==> src/rtl/fp_addsub_pkg.sv <==
// Shared types, field geometry helpers and special-value constants for fp_addsub.
package fp_addsub_pkg;

  typedef enum logic [2:0] {
    ST_IDLE,
    ST_ALIGN,
    ST_ADD,
    ST_NORM,
    ST_ROUND
  } state_t;

  typedef struct packed {
    logic invalid;
    logic overflow;
    logic zero;
  } flags_t;

  // guard, round and sticky bits carried below the stored mantissa
  localparam int GRS_W = 3;
  localparam int MAX_W = 64;

  function automatic int word_w(input int exp_w, input int man_w);
    return 1 + exp_w + man_w;
  endfunction

  // hidden one + stored mantissa + guard/round/sticky
  function automatic int ext_w(input int man_w);
    return man_w + 1 + GRS_W;
  endfunction

  function automatic int exp_lsb(input int man_w);
    return man_w;
  endfunction

  function automatic int sign_pos(input int exp_w, input int man_w);
    return exp_w + man_w;
  endfunction

  function automatic logic [MAX_W-1:0] inf_bits(input int exp_w, input int man_w,
                                                input logic sign);
    logic [MAX_W-1:0] r;
    r = ((MAX_W'(1) << exp_w) - MAX_W'(1)) << man_w;
    r = r | (MAX_W'(sign) << (exp_w + man_w));
    return r;
  endfunction

  // canonical quiet NaN: positive, exponent all ones, mantissa MSB set
  function automatic logic [MAX_W-1:0] qnan_bits(input int exp_w, input int man_w);
    return inf_bits(exp_w, man_w, 1'b0) | (MAX_W'(1) << (man_w - 1));
  endfunction

endpackage

==> src/rtl/fp_lzc.sv <==
// Combinational leading-zero counter; an all-zero input reports WIDTH.
module fp_lzc #(
  parameter int WIDTH = 11
) (
  input  logic [WIDTH-1:0]           value,
  output logic [$clog2(WIDTH+1)-1:0] count,
  output logic                       all_zero
);

  localparam int CNT_W = $clog2(WIDTH + 1);

  // scanning upward lets the highest set bit win the last assignment
  always_comb begin
    count = CNT_W'(WIDTH);
    for (int i = 0; i < WIDTH; i++) begin
      if (value[i]) begin
        count = CNT_W'(WIDTH - 1 - i);
      end
    end
  end

  assign all_zero = ~|value;

endmodule

==> src/rtl/fp_addsub.sv <==
// Multi-cycle floating-point add/subtract with a fixed 4-cycle latency.
// Build option FP_ADDSUB_ROUND_EN: round-to-nearest-even in ROUND; otherwise truncate.
module fp_addsub
  import fp_addsub_pkg::*;
#(
  parameter int EXP_W = 8,
  parameter int MAN_W = 7
) (
  input  logic                   clock,
  input  logic                   reset,
  input  logic                   start,
  input  logic                   sub,
  input  logic [EXP_W+MAN_W:0]   a,
  input  logic [EXP_W+MAN_W:0]   b,
  output logic [EXP_W+MAN_W:0]   sum,
  output logic                   ready,
  output logic                   done,
  output logic [2:0]             flags
);

  // state | meaning
  // IDLE  | result held, new start accepted
  // ALIGN | order operands by magnitude, shift smaller mantissa, catch specials
  // ADD   | signed mantissa add/subtract with carry
  // NORM  | normalise, detect exact zero, underflow and overflow
  // ROUND | round or truncate, register result and flags

  localparam int W     = word_w(EXP_W, MAN_W);
  localparam int F     = ext_w(MAN_W);
  localparam int CNT_W = $clog2(F + 1);
  localparam int SIGN  = sign_pos(EXP_W, MAN_W);
  localparam int ELSB  = exp_lsb(MAN_W);

  localparam logic [MAX_W-1:0] QNAN_FULL = qnan_bits(EXP_W, MAN_W);
  localparam logic [MAX_W-1:0] INF_FULL  = inf_bits(EXP_W, MAN_W, 1'b0);
  localparam logic [W-1:0]     QNAN      = QNAN_FULL[W-1:0];
  localparam logic [W-2:0]     INF_MAG   = INF_FULL[W-2:0];
  localparam logic [EXP_W-1:0] EXP_ONES  = '1;

  state_t state, state_n;

  logic [W-1:0]     a_q, b_q;
  logic [F-1:0]     big_man_q, small_man_q;
  logic [EXP_W-1:0] exp_q;
  logic             sign_q, eff_sub_q;
  logic             spec_hit_q;
  logic [W-1:0]     spec_word_q;
  flags_t           spec_flags_q;
  logic [F:0]       add_q;
  logic [F-1:0]     norm_man_q;
  logic [EXP_W-1:0] norm_exp_q;
  logic             norm_zero_q, norm_ovf_q;
  logic [W-1:0]     sum_q;
  flags_t           flags_q;
  logic             ready_q, done_q;

  always_ff @(posedge clock) begin
    if (reset) begin
      state <= ST_IDLE;
    end else begin
      state <= state_n;
    end
  end

  always_comb begin
    state_n = state;
    case (state)
      ST_IDLE:  if (start && ready_q) state_n = ST_ALIGN;
      ST_ALIGN: state_n = ST_ADD;
      ST_ADD:   state_n = ST_NORM;
      ST_NORM:  state_n = ST_ROUND;
      ST_ROUND: state_n = ST_IDLE;
      default:  state_n = ST_IDLE;
    endcase
  end

  // ALIGN: operand decode, magnitude ordering and sticky right shift
  logic             sa, sb, a_nan, b_nan, a_inf, b_inf, swap;
  logic [EXP_W-1:0] ea, eb, big_e, small_e, diff;
  logic [MAN_W-1:0] ma, mb;
  logic [F-1:0]     a_mx, b_mx, big_mx, small_mx, small_al;
  logic             spec_hit;
  logic [W-1:0]     spec_word;
  flags_t           spec_flags;

  assign sa    = a_q[SIGN];
  assign sb    = b_q[SIGN];
  assign ea    = a_q[SIGN-1:ELSB];
  assign eb    = b_q[SIGN-1:ELSB];
  assign ma    = a_q[ELSB-1:0];
  assign mb    = b_q[ELSB-1:0];
  assign a_nan = (ea == EXP_ONES) && (ma != '0);
  assign b_nan = (eb == EXP_ONES) && (mb != '0);
  assign a_inf = (ea == EXP_ONES) && (ma == '0);
  assign b_inf = (eb == EXP_ONES) && (mb == '0);
  // exponent zero is a signed zero: no hidden one, mantissa discarded
  assign a_mx  = (ea == '0) ? '0 : {1'b1, ma, {GRS_W{1'b0}}};
  assign b_mx  = (eb == '0) ? '0 : {1'b1, mb, {GRS_W{1'b0}}};

  assign swap     = b_q[W-2:0] > a_q[W-2:0];
  assign big_e    = swap ? eb : ea;
  assign small_e  = swap ? ea : eb;
  assign big_mx   = swap ? b_mx : a_mx;
  assign small_mx = swap ? a_mx : b_mx;
  assign diff     = big_e - small_e;

  always_comb begin
    small_al = '0;
    if (int'(diff) >= F - 1) begin
      small_al = {{(F-1){1'b0}}, |small_mx};
    end else begin
      small_al = (small_mx >> diff)
               | {{(F-1){1'b0}}, |(small_mx & ~({F{1'b1}} << diff))};
    end
  end

  always_comb begin
    spec_hit   = 1'b0;
    spec_word  = '0;
    spec_flags = '0;
    if (a_nan || b_nan || (a_inf && b_inf && (sa != sb))) begin
      spec_hit           = 1'b1;
      spec_word          = QNAN;
      spec_flags.invalid = 1'b1;
    end else if (a_inf) begin
      spec_hit  = 1'b1;
      spec_word = a_q;
    end else if (b_inf) begin
      spec_hit  = 1'b1;
      spec_word = b_q;
    end
  end

  // ADD: ordering guarantees big >= small, so subtraction never goes negative
  logic [F:0] add_n;
  assign add_n = eff_sub_q ? ({1'b0, big_man_q} - {1'b0, small_man_q})
                           : ({1'b0, big_man_q} + {1'b0, small_man_q});

  // NORM
  logic [CNT_W-1:0] lz;
  logic             lz_zero;
  logic [EXP_W:0]   exp_inc;
  logic [EXP_W+1:0] exp_dec;
  logic [F-1:0]     n_man;
  logic [EXP_W-1:0] n_exp;
  logic             n_zero, n_ovf;

  fp_lzc #(.WIDTH(F)) u_lzc (
    .value    (add_q[F-1:0]),
    .count    (lz),
    .all_zero (lz_zero)
  );

  assign exp_inc = {1'b0, exp_q} + (EXP_W+1)'(1);
  assign exp_dec = {2'b00, exp_q} - (EXP_W+2)'(lz);

  always_comb begin
    n_man  = '0;
    n_exp  = '0;
    n_zero = 1'b0;
    n_ovf  = 1'b0;
    if (add_q[F]) begin
      n_man = add_q[F:1] | {{(F-1){1'b0}}, add_q[0]};
      n_exp = exp_inc[EXP_W-1:0];
      n_ovf = exp_inc >= {1'b0, EXP_ONES};
    end else if (lz_zero) begin
      n_zero = 1'b1;
    end else if (exp_dec[EXP_W+1] || (exp_dec == '0)) begin
      // below the smallest normal: flush to +0
      n_zero = 1'b1;
    end else begin
      n_man = add_q[F-1:0] << lz;
      n_exp = exp_dec[EXP_W-1:0];
    end
  end

  // ROUND
  logic [MAN_W:0]   kept;
  logic [GRS_W-1:0] grs;
  logic             round_up, r_carry, r_ovf;
  logic [MAN_W+1:0] rounded;
  logic [MAN_W-1:0] r_frac;
  logic [EXP_W:0]   r_exp;
  logic [W-1:0]     res_word;
  flags_t           res_flags;

  assign kept = norm_man_q[F-1:GRS_W];
  assign grs  = norm_man_q[GRS_W-1:0];

`ifdef FP_ADDSUB_ROUND_EN
  assign round_up = grs[2] & (grs[1] | grs[0] | kept[0]);
`else
  logic unused_grs;
  assign unused_grs = ^grs;
  assign round_up   = 1'b0;
`endif

  assign rounded = {1'b0, kept} + (MAN_W+2)'(round_up);
  assign r_carry = rounded[MAN_W+1];
  assign r_frac  = r_carry ? rounded[MAN_W:1] : rounded[MAN_W-1:0];
  assign r_exp   = {1'b0, norm_exp_q} + (EXP_W+1)'(r_carry);
  assign r_ovf   = norm_ovf_q || (r_exp >= {1'b0, EXP_ONES});

  always_comb begin
    res_word  = '0;
    res_flags = '0;
    if (spec_hit_q) begin
      res_word  = spec_word_q;
      res_flags = spec_flags_q;
    end else if (norm_zero_q) begin
      res_flags.zero = 1'b1;
    end else if (r_ovf) begin
      res_word           = {sign_q, INF_MAG};
      res_flags.overflow = 1'b1;
    end else begin
      res_word = {sign_q, r_exp[EXP_W-1:0], r_frac};
    end
  end

  always_ff @(posedge clock) begin
    if (reset) begin
      a_q          <= '0;
      b_q          <= '0;
      big_man_q    <= '0;
      small_man_q  <= '0;
      exp_q        <= '0;
      sign_q       <= 1'b0;
      eff_sub_q    <= 1'b0;
      spec_hit_q   <= 1'b0;
      spec_word_q  <= '0;
      spec_flags_q <= '0;
      add_q        <= '0;
      norm_man_q   <= '0;
      norm_exp_q   <= '0;
      norm_zero_q  <= 1'b0;
      norm_ovf_q   <= 1'b0;
      sum_q        <= '0;
      flags_q      <= '0;
      ready_q      <= 1'b0;
      done_q       <= 1'b0;
    end else begin
      ready_q <= (state_n == ST_IDLE);
      done_q  <= (state == ST_ROUND);
      case (state)
        ST_IDLE: begin
          if (start && ready_q) begin
            a_q <= a;
            b_q <= {b[W-1] ^ sub, b[W-2:0]};
          end
        end
        ST_ALIGN: begin
          big_man_q    <= big_mx;
          small_man_q  <= small_al;
          exp_q        <= big_e;
          sign_q       <= swap ? sb : sa;
          eff_sub_q    <= sa ^ sb;
          spec_hit_q   <= spec_hit;
          spec_word_q  <= spec_word;
          spec_flags_q <= spec_flags;
        end
        ST_ADD: begin
          add_q <= add_n;
        end
        ST_NORM: begin
          norm_man_q  <= n_man;
          norm_exp_q  <= n_exp;
          norm_zero_q <= n_zero;
          norm_ovf_q  <= n_ovf;
        end
        ST_ROUND: begin
          sum_q   <= res_word;
          flags_q <= res_flags;
        end
        default: ;
      endcase
    end
  end

  assign sum   = sum_q;
  assign flags = flags_q;
  assign ready = ready_q;
  assign done  = done_q;

endmodule

==> config.mk <==
export PLATFORM = sky130hd
export DESIGN_NAME = fp_addsub
export DESIGN_NICKNAME = d
export VERILOG_FILES = /design/src/rtl/fp_addsub_pkg.sv /design/src/rtl/fp_lzc.sv /design/src/rtl/fp_addsub.sv
export SDC_FILE = /design/constraint.sdc
export NUM_CORES = 1
export LEC_CHECK = 0
export BUFFER_PORTS_ARGS = -buffer_cell sky130_fd_sc_hd__buf_4
export CORE_AREA = 2 2 117 119
export CTS_BUF_LIST = sky130_fd_sc_hd__clkbuf_4 sky130_fd_sc_hd__clkbuf_8
export DETAILED_ROUTE_END_ITERATION = 16
export DIE_AREA = 0 0 119 121
export PLACE_DENSITY_LB_ADDON = 0.1
export SLEW_MARGIN = 20
export SYNTH_ARGS = -nofsm -noshare
export SYNTH_HDL_FRONTEND = slang
export SYNTH_HIERARCHICAL = 1
export SYNTH_SLANG_ARGS = --single-unit
==> constraint.sdc <==
create_clock -name clock -period 7.18 [get_ports clock]
set_input_delay 1.436 -clock clock [delete_from_list [all_inputs] [get_ports clock]]
set_output_delay 1.436 -clock clock [all_outputs]
set_load 0.05 [all_outputs]
==> impl_metrics.csv, run 1 <==
group,metric,value,unit
sta,fmax,210.0,MHz
sta,hold_violations,0,
synthesis,ys_warn_count,6,
global_routing,grt_use_total,29.04,%
global_routing,busiest_layer,"met2",
final_layout,final_nets,1109,
routing,ant_nets,0,
clock_network,cts_buffers,17,
routing,drt_wl_total,20040,um
global_routing,grt_use_met1,36.70,%
synthesis,synth-edff-count,0,
pwr,p_switching,975.8,uW
hold_path,hold_start,"flags[0]",
final_layout,final_area,0.008882,mm2
worst_setup_path,reg2reg_depth,14,
worst_setup_path,cp_max_fo,16,
global_routing,grt_pass1_wl,33490,um
clock_network,hold_buffers,0,
die,io_pins,57,
hold_path,whs_path_depth,2,
sta,max-slew-margin-rel,37.84,%
final_layout,area_growth,10.35,%
worst_setup_path,cp-start-kind,"flop",
sta,fin_tns_setup,0,ns
global_routing,grt_max_degree,84,
routing,via_count,7381,
global_routing,grt_overflow_total,0,
final_layout,stdcell_count,1230,
clock_network,htree_levels,4,
worst_setup_path,critPathKind,"reg2reg",
pwr,power_density,283.0,mW/mm2
run,cap_violations,0,
clock_network,cts.path.max_buffers,2,
routing,drc,0,
synthesis,synth.cell_area,0.008049,mm2
pwr,vdd.ir_drop.worst,0.1286,mV
worst_setup_path,reg2reg_to,"small_man_q[0]",
final_layout,drive_gt1_share,14.04,%
clock_network,cts_root_buf,"clkbuf_8",
die,die_w,119,um
hold_path,min_to,"flags[0]",
final_layout,antennaDiodeCount,0,
sta,finClkSkew,0.008943,ns
placement,dpl_worst_slack,2.518,ns
synthesis,ys.flop_type,"dfxtp_1",
placement,dpl-instance-area,0.008468,mm2
die,die_h,121,um
synthesis,ys_seq_elements,132,
hold_path,hold_path.class,"reg2reg",
routing,first_pass_iters,5,
sta,fin_crit_sh,66.32,%
placement,place.detailed.instances,1198,
clock_network,post_cts_buffers,0,
placement,io_buffers,56,
sta,timing.hold.ws,0.4594,ns
synthesis,ys_types,90,
clock_network,cts_tree,"built",
worst_setup_path,r2r-start,"a_q[7]",
pwr,swShare,38.81,%
outcome,outcome,"finished clean",
sta,post-route-min-period,4.762,ns
clock_network,cts-resized-gates,0,
pwr,combPwrFrac,40.2,%
global_routing,use_met3,4.464,%
pwr,total_power,2.514,mW
clock_network,clock_latency,0.46,ns
pwr,p_int,1.538,mW
global_routing,grt_pass1_vias,6731,
synthesis,seq_area_frac_synth,32.83,%
sta,setup_ws,2.418,ns
global_routing,grt_antenna_before_repair,0,
worst_setup_path,critPathArrivalTime,5.14,ns
global_routing,use_met2,50.32,%
placement,place_congestion,0.9075,
routing,wl_per_cell,16.29,um
pwr,p_leak,3.328,nW
synthesis,syn_inst,1024,
routing,drtIter0Drc,559,
sta,slew_violations,0,
placement,dp_hpwl,14870,um
routing,routed_via_density,6.001,
die,die_area,0.01440,mm2
sta,rsz0062_at_grt,"no",
worst_setup_path,crit_required,7.55,ns
pwr,clkPwrFrac,26.3,%
worst_setup_path,r2r_slack,2.42,ns
die,initial_core_util,61.51,%
die,core,0.01309,mm2
clock_network,cts.clk_slew.worst_paths,0.07,ns
sta,tightest_slew,0.9289,ns
synthesis,syn-num-nets,1092,
synthesis,avgSynthCellArea,7.860,um2
synthesis,synth_async_sr_flop_share,0,%
clock_network,clock_sinks,132,
worst_setup_path,crit_path_end_kind,"flop",
die,rows,42,
sta,setup_viol,0,
final_layout,fin_util,67.88,%
pwr,p_seq_share,33.5,%
-- cells in the final DEF, fill, tap and decap left out, types with 16 or more instances in the layout --
cell type and n:
a21oi_1 89, clkbuf_8 18, nand2_1 134, o21ai_0 29, ha_1 31, nor3_1 40, mux2i_1 19, inv_1 36
nor2_1 131, xnor2_1 22, dfxtp_1 132, nand3_1 16, nand4_1 18, buf_4 63, a211oi_1 29
-- sequential cells by signal (all words and copies together), names as in the netlist --
name and cells:
add_q 12, a_q 16, spec_word_q 16, norm_zero_q 1, norm_exp_q 8, spec_flags_q 1, ready 1, flags 3
state 3, b_q 16, spec_hit_q 1, done 1, sum 16, big_man_q 8, eff_sub_q 1, exp_q 8
norm_ovf_q 1, small_man_q 11, sign_q 1, norm_man_q 7
-- cell families (layout without fill, tap and decap cells) --
group / count (synthesis) / after routing / synth area share [%]
AND/OR/NAND/NOR: 434 / 434 / 26.04
AO/OA/AOI/OAI: 259 / 259 / 22.03
flip-flops: 132 / 132 / 32.83
buffers and inverters: 103 / 133 / 5.363
multiplexers: 33 / 33 / 5.301
adder cells (fa/ha/maj): 32 / 32 / 5.068
XOR/XNOR: 31 / 31 / 3.373
-- routing by layer --
layer | up-vias | wire length, um
li1 | 3728 | -
met5 | - | 0
met4 | 0 | 447
met1 | 3454 | 8901
met3 | 26 | 835
met2 | 173 | 9854
-- critical path, stage by stage (launching register included) --
cell and delay (ns):
dfxtp_1 0.37, inv_1 0.11, ha_1 0.60, nand4_1 0.27, nor4_4 0.48, a21oi_2 0.09, a211o_1 0.30, and2_2 0.19
ha_1 0.19, o311ai_0 0.49, a31oi_1 0.17, or3_1 0.34, a22oi_2 0.60, nand4_1 0.20, a311oi_2 0.27
-- power by group through the flow --
stage	registers, mW	logic, mW	clock network (mW)
after global placement	0.855	0.990	0
after CTS	0.840	1.00	0.667
final	0.842	1.01	0.661
after global routing	0.850	1.11	0.697
after detailed placement	0.857	0.995	0
after floorplan	0.834	0.830	0
-- how the worst max path moves through the flow --
stage	start	to	slack, ns
finish	a_q[7]	small_man_q[0]	2.42
global route	a_q[7]	small_man_q[0]	2.00
CTS	a_q[7]	small_man_q[0]	2.49
detailed placement	a_q[7]	small_man_q[0]	2.52
global placement	a_q[7]	small_man_q[0]	2.61
floorplan	a_q[10]	small_man_q[0]	3.32
-- synth_stat cells (all sizes together), types with 20 or more instances --
| cell type | number | area share (%) |
|---|---|---|
| a211oi | 31 | 3.0 |
| a21oi | 91 | 5.8 |
| clkbuf | 52 | 2.5 |
| dfxtp | 132 | 33 |
| ha | 31 | 4.8 |
| inv | 37 | 1.7 |
| nand2 | 134 | 6.2 |
| nand4 | 20 | 1.8 |
| nor2 | 133 | 6.2 |
| nor3 | 41 | 2.6 |
| o21ai | 29 | 1.8 |
| xnor2 | 22 | 2.4 |
-- area by class of cell --
cell class | instances | area (um2)
clock buffer | 23 | 285.3
inverter | 38 | 142.6
timing repair buffer | 63 | 473.0
sequential | 132 | 2643
fill | 1170 | 4203
clock inverter | 9 | 128.9
multi-input combinational | 789 | 4990
tap | 176 | 220.2
Note: power is estimated with default switching activity, not from simulation.
==> inputs of run 2 (changes only) <==
ABC_AREA = 1   (was unset)
CORE_AREA = 2 2 116 118   (was 2 2 117 119)
DIE_AREA = 0 0 118 120   (was 0 0 119 121)
clock period = 4.61 ns   (was 7.18 ns; I/O delays follow)
==> run 2 against run 1 <==
Net effect: count of clock-buffer cells in the layout down 4; maximum frequency up 19%; combinational power up 80%; register-to-register slack worse by 1.8 ns; die area down 1.7%; critical path depth up 11; flip-flop and latch count unchanged; largest cell class unchanged; largest power group unchanged; highest routed layer unchanged.
==> impl_metrics.csv, run 2 <==
group,metric,value,unit
sta,finClkSkew,0.01621,ns
sta,max-slew-margin-rel,36.55,%
clock_network,cts-resized-gates,0,
worst_setup_path,crit_path_end_kind,"flop",
synthesis,ys.flop_type,"dfxtp_1",
clock_network,cts_root_buf,"clkbuf_8",
die,rows,42,
synthesis,avgSynthCellArea,6.787,um2
synthesis,synth.area.top_cells,"dfxtp_1 34%, nand2_1 10%, a21oi_1 8.1%",
synthesis,synth_top_family_by_area,"simple AND/OR/NAND/NOR gates",
final_layout,layout_commonest_cell,"nand2_1",
placement,dpl-instance-area,0.008317,mm2
worst_setup_path,crit_buf_inv,4,
clock_network,htree_levels,4,
sta,fin_tns_setup,0,ns
worst_setup_path,crit_path_frequent_cell,"nand2_1",
pwr,vdd.ir_drop.worst,0.3593,mV
synthesis,ys_seq_elements,132,
synthesis,synth.cell_area,0.007785,mm2
routing,via_count,7744,
routing,routed_via_density,5.636,
sta,rsz0062_at_grt,"no",
synthesis,synth-simple-area-share,23.48,%
die,io_pins,57,
synthesis,ys_types,52,
synthesis,seq_area_frac_synth,33.94,%
clock_network,post_cts_buffers,0,
synthesis,synth_compound_area_share,22.92,%
global_routing,grt_pass1_wl,33420,um
worst_setup_path,cp_max_fo,23,
placement,dp_hpwl,15290,um
clock_network,cts.clk_slew.worst_paths,0.08,ns
final_layout,drive_gt1_share,10.77,%
synthesis,syn-num-nets,1215,
synthesis,syn_inst,1147,
final_layout,final_cell_mix,"207 x nand2_1, 158 x inv_1, 132 x dfxtp_1",
sta,fmax,250.0,MHz
routing,first_pass_iters,6,
placement,io_buffers,56,
die,core,0.01298,mm2
synthesis,synth_top_area_share,33.94,%
clock_network,clock_latency,0.46,ns
synthesis,yosys.cell_count.top_type,"nand2_1",
routing,wl_per_cell,14.81,um
clock_network,cts_tree,"built",
routing,drc,0,
routing,drt_wl_total,20350,um
worst_setup_path,cp_top_family,"simple AND/OR/NAND/NOR gates",
final_layout,final_nets,1253,
clock_network,cts_buffers,17,
clock_network,hold_buffers,0,
die,die_h,120,um
routing,ant_nets,0,
outcome,outcome,"finished clean",
global_routing,grt_overflow_total,0,
die,initial_core_util,59.98,%
global_routing,grt_pass1_vias,6843,
pwr,power_density,472.0,mW/mm2
hold_path,hold_path.class,"reg2reg",
global_routing,grt_antenna_before_repair,0,
clock_network,cts.path.max_buffers,2,
worst_setup_path,slowest_stage,"ha_1",
clock_network,clock_sinks,132,
final_layout,final_area,0.008721,mm2
die,die_w,118,um
worst_setup_path,crit_required,4.94,ns
synthesis,synth-edff-count,0,
synthesis,synthXorXnorAreaFrac,3.713,%
pwr,p_leak,3.859,nW
global_routing,grt_use_total,29.11,%
worst_setup_path,max_stage_delay,0.55,ns
synthesis,ys_warn_count,6,
synthesis,synthTopCellsByCount,"207 x nand2_1, 158 x inv_1, 132 x dfxtp_1, 126 x a21oi_1, 119 x o21ai_0",
synthesis,yosys.area_share.adder,5.239,%
worst_setup_path,r2r_slack,0.61,ns
die,die_area,0.01416,mm2
sta,timing.hold.ws,0.4450,ns
placement,place_congestion,0.9602,
synthesis,synth_async_sr_flop_share,0,%
sta,post-route-min-period,4.000,ns
final_layout,antennaDiodeCount,0,
final_layout,area_growth,12.02,%
sta,setup_viol,0,
sta,fin_crit_sh,86.76,%
worst_setup_path,critPathKind,"reg2reg",
sta,hold_violations,0,
worst_setup_path,critPathArrivalTime,4.33,ns
final_layout,fin_util,67.19,%
sta,slew_violations,0,
sta,tightest_slew,0.9507,ns
synthesis,synth_top_area_cell,"dfxtp_1",
synthesis,synthMuxAreaShare,0.1286,%
global_routing,grt_max_degree,54,
worst_setup_path,cp-start-kind,"flop",
routing,drtIter0Drc,634,
run,cap_violations,0,
==> run 2: changes by cell type after synthesis, moves of 10 or more <==
cell      previous run  this run
nand2_1            134       207
xnor2_1             22         5
a211oi_1            29         4
inv_1               36       158
xor2_1               9        28
and2_1              12         2
nand3_1             16        69
nor3_1              40        14
nor2_1             132        75
a21oi_1             89       126
o211ai_1             2        17
o21ai_0             29       119
mux2i_1             19         1
==> run 2: final timing paths <==
| check | startpoint | to | cells after the start |
|---|---|---|---|
| worst max-delay path | a_q[7] | small_man_q[0] | 25 |
| worst max register to register | a_q[7] | small_man_q[0] | 25 |
| worst min-delay path | spec_word_q[0] | spec_word_q[0] | 2 |
| worst min register to register | spec_word_q[0] | spec_word_q[0] | 2 |
==> run 2: routing by layer <==
metal  routed length (um)  vias up  global-route usage [%]
li1                     -     3935                       -
met1                 9496     3510                   38.85
met2                 9388      257                   48.07
met3                 1118       42                   5.181
met4                  344        0                   9.036
met5                    0        -                       0
==> run 2: stage by stage <==
step           instances  setup WS, ns  power, mW
2_1_floorplan       1147         1.561      2.690
3_3_place_gp        1342        0.6994      3.100
4_1_cts             1374        0.6253      4.094
3_5_place_dp        1342        0.6493      3.095
5_1_grt             1374        0.2093      4.402
6_report            1374        0.6103      4.116
==> run 2: logic make-up (layout without fill, tap and decap cells) <==
group / after synthesis / after routing
and+or+nand+nor: 416 / 416
AOI/OAI and AO/OA: 319 / 319
buffers and inverters: 214 / 265
DFF: 132 / 132
xor gates and xnor gates: 33 / 33
adders and majority gates: 32 / 32
muxes: 1 / 1
==> run 2: worst min-delay path, cell delays in order, from the launching register on <==
cell and delay, ns:
dfxtp_1 0.32, nand2_1 0.06, nor2_1 0.03
==> run 2: area by class of cell <==
| class | instances | area (um2) |
|---|---|---|
| clock inverter | 13 | 148.9 |
| inverter | 165 | 619.3 |
| clock buffer | 19 | 255.2 |
| fill | 1189 | 4259 |
| sequential | 132 | 2643 |
| timing repair buffer | 68 | 510.5 |
| tap | 176 | 220.2 |
| multi-input combinational | 801 | 4324 |
==> run 2: where the power goes <==
part           leakage, nW  internal, mW  switching (mW)  total [mW]
Clock                0.197         0.507           0.493        1.00
Combinational         2.59         0.592            1.23        1.82
Sequential            1.07          1.22          0.0825        1.30
==> inputs of run 3 (changes only) <==
CORE_AREA = 2 2 122 112   (was 2 2 116 118)
DIE_AREA = 0 0 124 114   (was 0 0 118 120)
REMOVE_ABC_BUFFERS = 1   (was unset)
==> run 3 against run 2 <==
Net effect: global-route usage increased by 0.43 points; clock power hardly changed; clock skew is 0.0042 ns lower; via count shrank 1.0%; setup slack worse by 0.18 ns; cell count down 0.29%; critical path depth down 1; combinational power rose by 2%; count of clock-buffer cells in the layout stayed put.
==> impl_metrics.csv, run 3 (synthesized netlist as in run 2, its figures left out) <==
group,metric,value,unit
global_routing,busiest_layer,"met2",
global_routing,grt_use_total,29.54,%
worst_setup_path,r2r-start,"a_q[9]",
global_routing,grt_antenna_before_repair,0,
sta,rsz0062_at_grt,"no",
placement,dpl_worst_slack,0.4923,ns
routing,ant_nets,0,
routing,drt_wl_total,20060,um
global_routing,use_met2,48.68,%
clock_network,cts.clk_slew.worst_paths,0.08,ns
final_layout,antennaDiodeCount,0,
hold_path,hold_start,"spec_word_q[0]",
global_routing,grt_pass1_wl,33200,um
routing,drc,0,
clock_network,htree_levels,4,
placement,dp_hpwl,14790,um
run,cap_violations,0,
worst_setup_path,r2r_slack,0.43,ns
pwr,combPwrFrac,44.7,%
die,initial_core_util,59.83,%
routing,drtIter0Drc,660,
worst_setup_path,reg2reg_depth,24,
pwr,p_leak,3.882,nW
die,io_pins,57,
global_routing,grt_overflow_total,0,
global_routing,grt_max_degree,66,
global_routing,use_met3,5.900,%
worst_setup_path,critPathKind,"reg2reg",
sta,timing.hold.ws,0.4444,ns
sta,finClkSkew,0.01198,ns
hold_path,whs_path_depth,2,
clock_network,clock_sinks,132,
sta,fin_crit_sh,90.61,%
pwr,swShare,43.43,%
pwr,p_switching,1.804,mW
final_layout,final_nets,1258,
placement,place_congestion,0.9291,
final_layout,area_growth,12.31,%
die,core,0.01301,mm2
sta,setup_viol,0,
pwr,vdd.ir_drop.worst,0.2774,mV
die,rows,40,
worst_setup_path,critPathArrivalTime,4.56,ns
hold_path,hold_path.class,"reg2reg",
final_layout,final_area,0.008743,mm2
outcome,outcome,"finished clean",
final_layout,drive_gt1_share,11.06,%
pwr,clkPwrFrac,24.1,%
clock_network,cts_buffers,17,
worst_setup_path,crit_required,4.99,ns
pwr,power_density,475.0,mW/mm2
clock_network,cts_tree,"built",
clock_network,post_cts_buffers,0,
sta,slew_violations,0,
die,die_h,114,um
clock_network,cts_root_buf,"clkbuf_8",
pwr,total_power,4.153,mW
placement,place.detailed.instances,1339,
sta,tightest_slew,0.9119,ns
global_routing,grt_pass1_vias,6989,
worst_setup_path,reg2reg_to,"small_man_q[1]",
final_layout,nFillCells,1248,
worst_setup_path,crit_path_end_kind,"flop",
final_layout,fin_util,67.19,%
routing,via_count,7663,
final_layout,stdcell_count,1370,
worst_setup_path,cp_max_fo,23,
placement,io_buffers,56,
sta,max-slew-margin-rel,38.98,%
worst_setup_path,cp-start-kind,"flop",
sta,post-route-min-period,4.177,ns
sta,fmax,239.4,MHz
routing,wl_per_cell,14.64,um
routing,first_pass_iters,5,
placement,dpl-instance-area,0.008344,mm2
final_layout,final_cell_mix,"207 x nand2_1, 158 x inv_1, 132 x dfxtp_1",
pwr,p_seq_share,31.2,%
final_layout,layout_commonest_cell,"nand2_1",
sta,setup_ws,0.4327,ns
hold_path,min_to,"spec_word_q[0]",
pwr,p_int,2.349,mW
clock_network,hold_buffers,0,
clock_network,cts-resized-gates,0,
sta,hold_violations,0,
die,die_w,124,um
global_routing,grt_use_met1,39.34,%
clock_network,clock_latency,0.46,ns
clock_network,cts.path.max_buffers,2,
routing,routed_via_density,5.593,
sta,fin_tns_setup,0,ns
die,die_area,0.01414,mm2
==> run 3: cell types whose count changed in the layout (fill, tap and decap cells not counted) <==
cell / before / now
clkinv_4: 4 / 1
inv_6: 3 / 6
clkinv_2: 1 / 0
buf_4: 68 / 73
==> run 3: worst max-delay path by stage <==
stage	from	end	slack, ns	cells past startpoint
after floorplan	a_q[7]	small_man_q[0]	0.98	24
after global placement	a_q[8]	small_man_q[0]	0.49	24
after detailed placement	a_q[11]	small_man_q[0]	0.49	24
after CTS	a_q[11]	small_man_q[0]	0.46	24
after global routing	a_q[8]	small_man_q[0]	0.02	25
final	a_q[9]	small_man_q[1]	0.43	24
==> run 3: layout make-up <==
type,count,area [um2],area share [%]
sequential,132,2643,30.22
timing repair buffer,73,548.0,6.268
clock inverter,12,143.9,1.646
clock buffer,19,255.2,2.919
tap,168,210.2,2.404
inverter,165,619.3,7.084
multi-input combinational,801,4324,49.46
==> run 3: per-layer routing <==
layer | up-vias | share of wire (%)
met5 | - | 0
met4 | 0 | 1.5
met3 | 37 | 4.9
met2 | 189 | 47
met1 | 3497 | 47
li1 | 3940 | -
==> run 3: worst max-delay path, stage by stage (launching register included) <==
cell and delay [ns]:
dfxtp_1 0.37, inv_1 0.11, ha_1 0.39, nand2_1 0.10
nor2_1 0.18, nand4_2 0.27, nand2_4 0.33, nand2_1 0.11
nand3b_1 0.16, ha_1 0.16, inv_1 0.03, nand2_1 0.11
nand2_1 0.10, nand3_1 0.09, nand2_1 0.05, nand2_1 0.05
nand2_1 0.05, nor2_2 0.50, buf_4 0.26, nand2_2 0.06
o21ai_2 0.18, nand2_1 0.07, a31oi_1 0.13, o21ai_1 0.08
a21oi_1 0.12
==> run 3: power groups by stage <==
stage | clock network, mW | logic (mW) | registers (mW)
6_report | 1.00 | 1.86 | 1.30
3_3_place_gp | 0 | 1.82 | 1.32
4_1_cts | 1.01 | 1.83 | 1.29
2_1_floorplan | 0 | 1.32 | 1.30
3_5_place_dp | 0 | 1.82 | 1.32
5_1_grt | 1.06 | 2.09 | 1.31
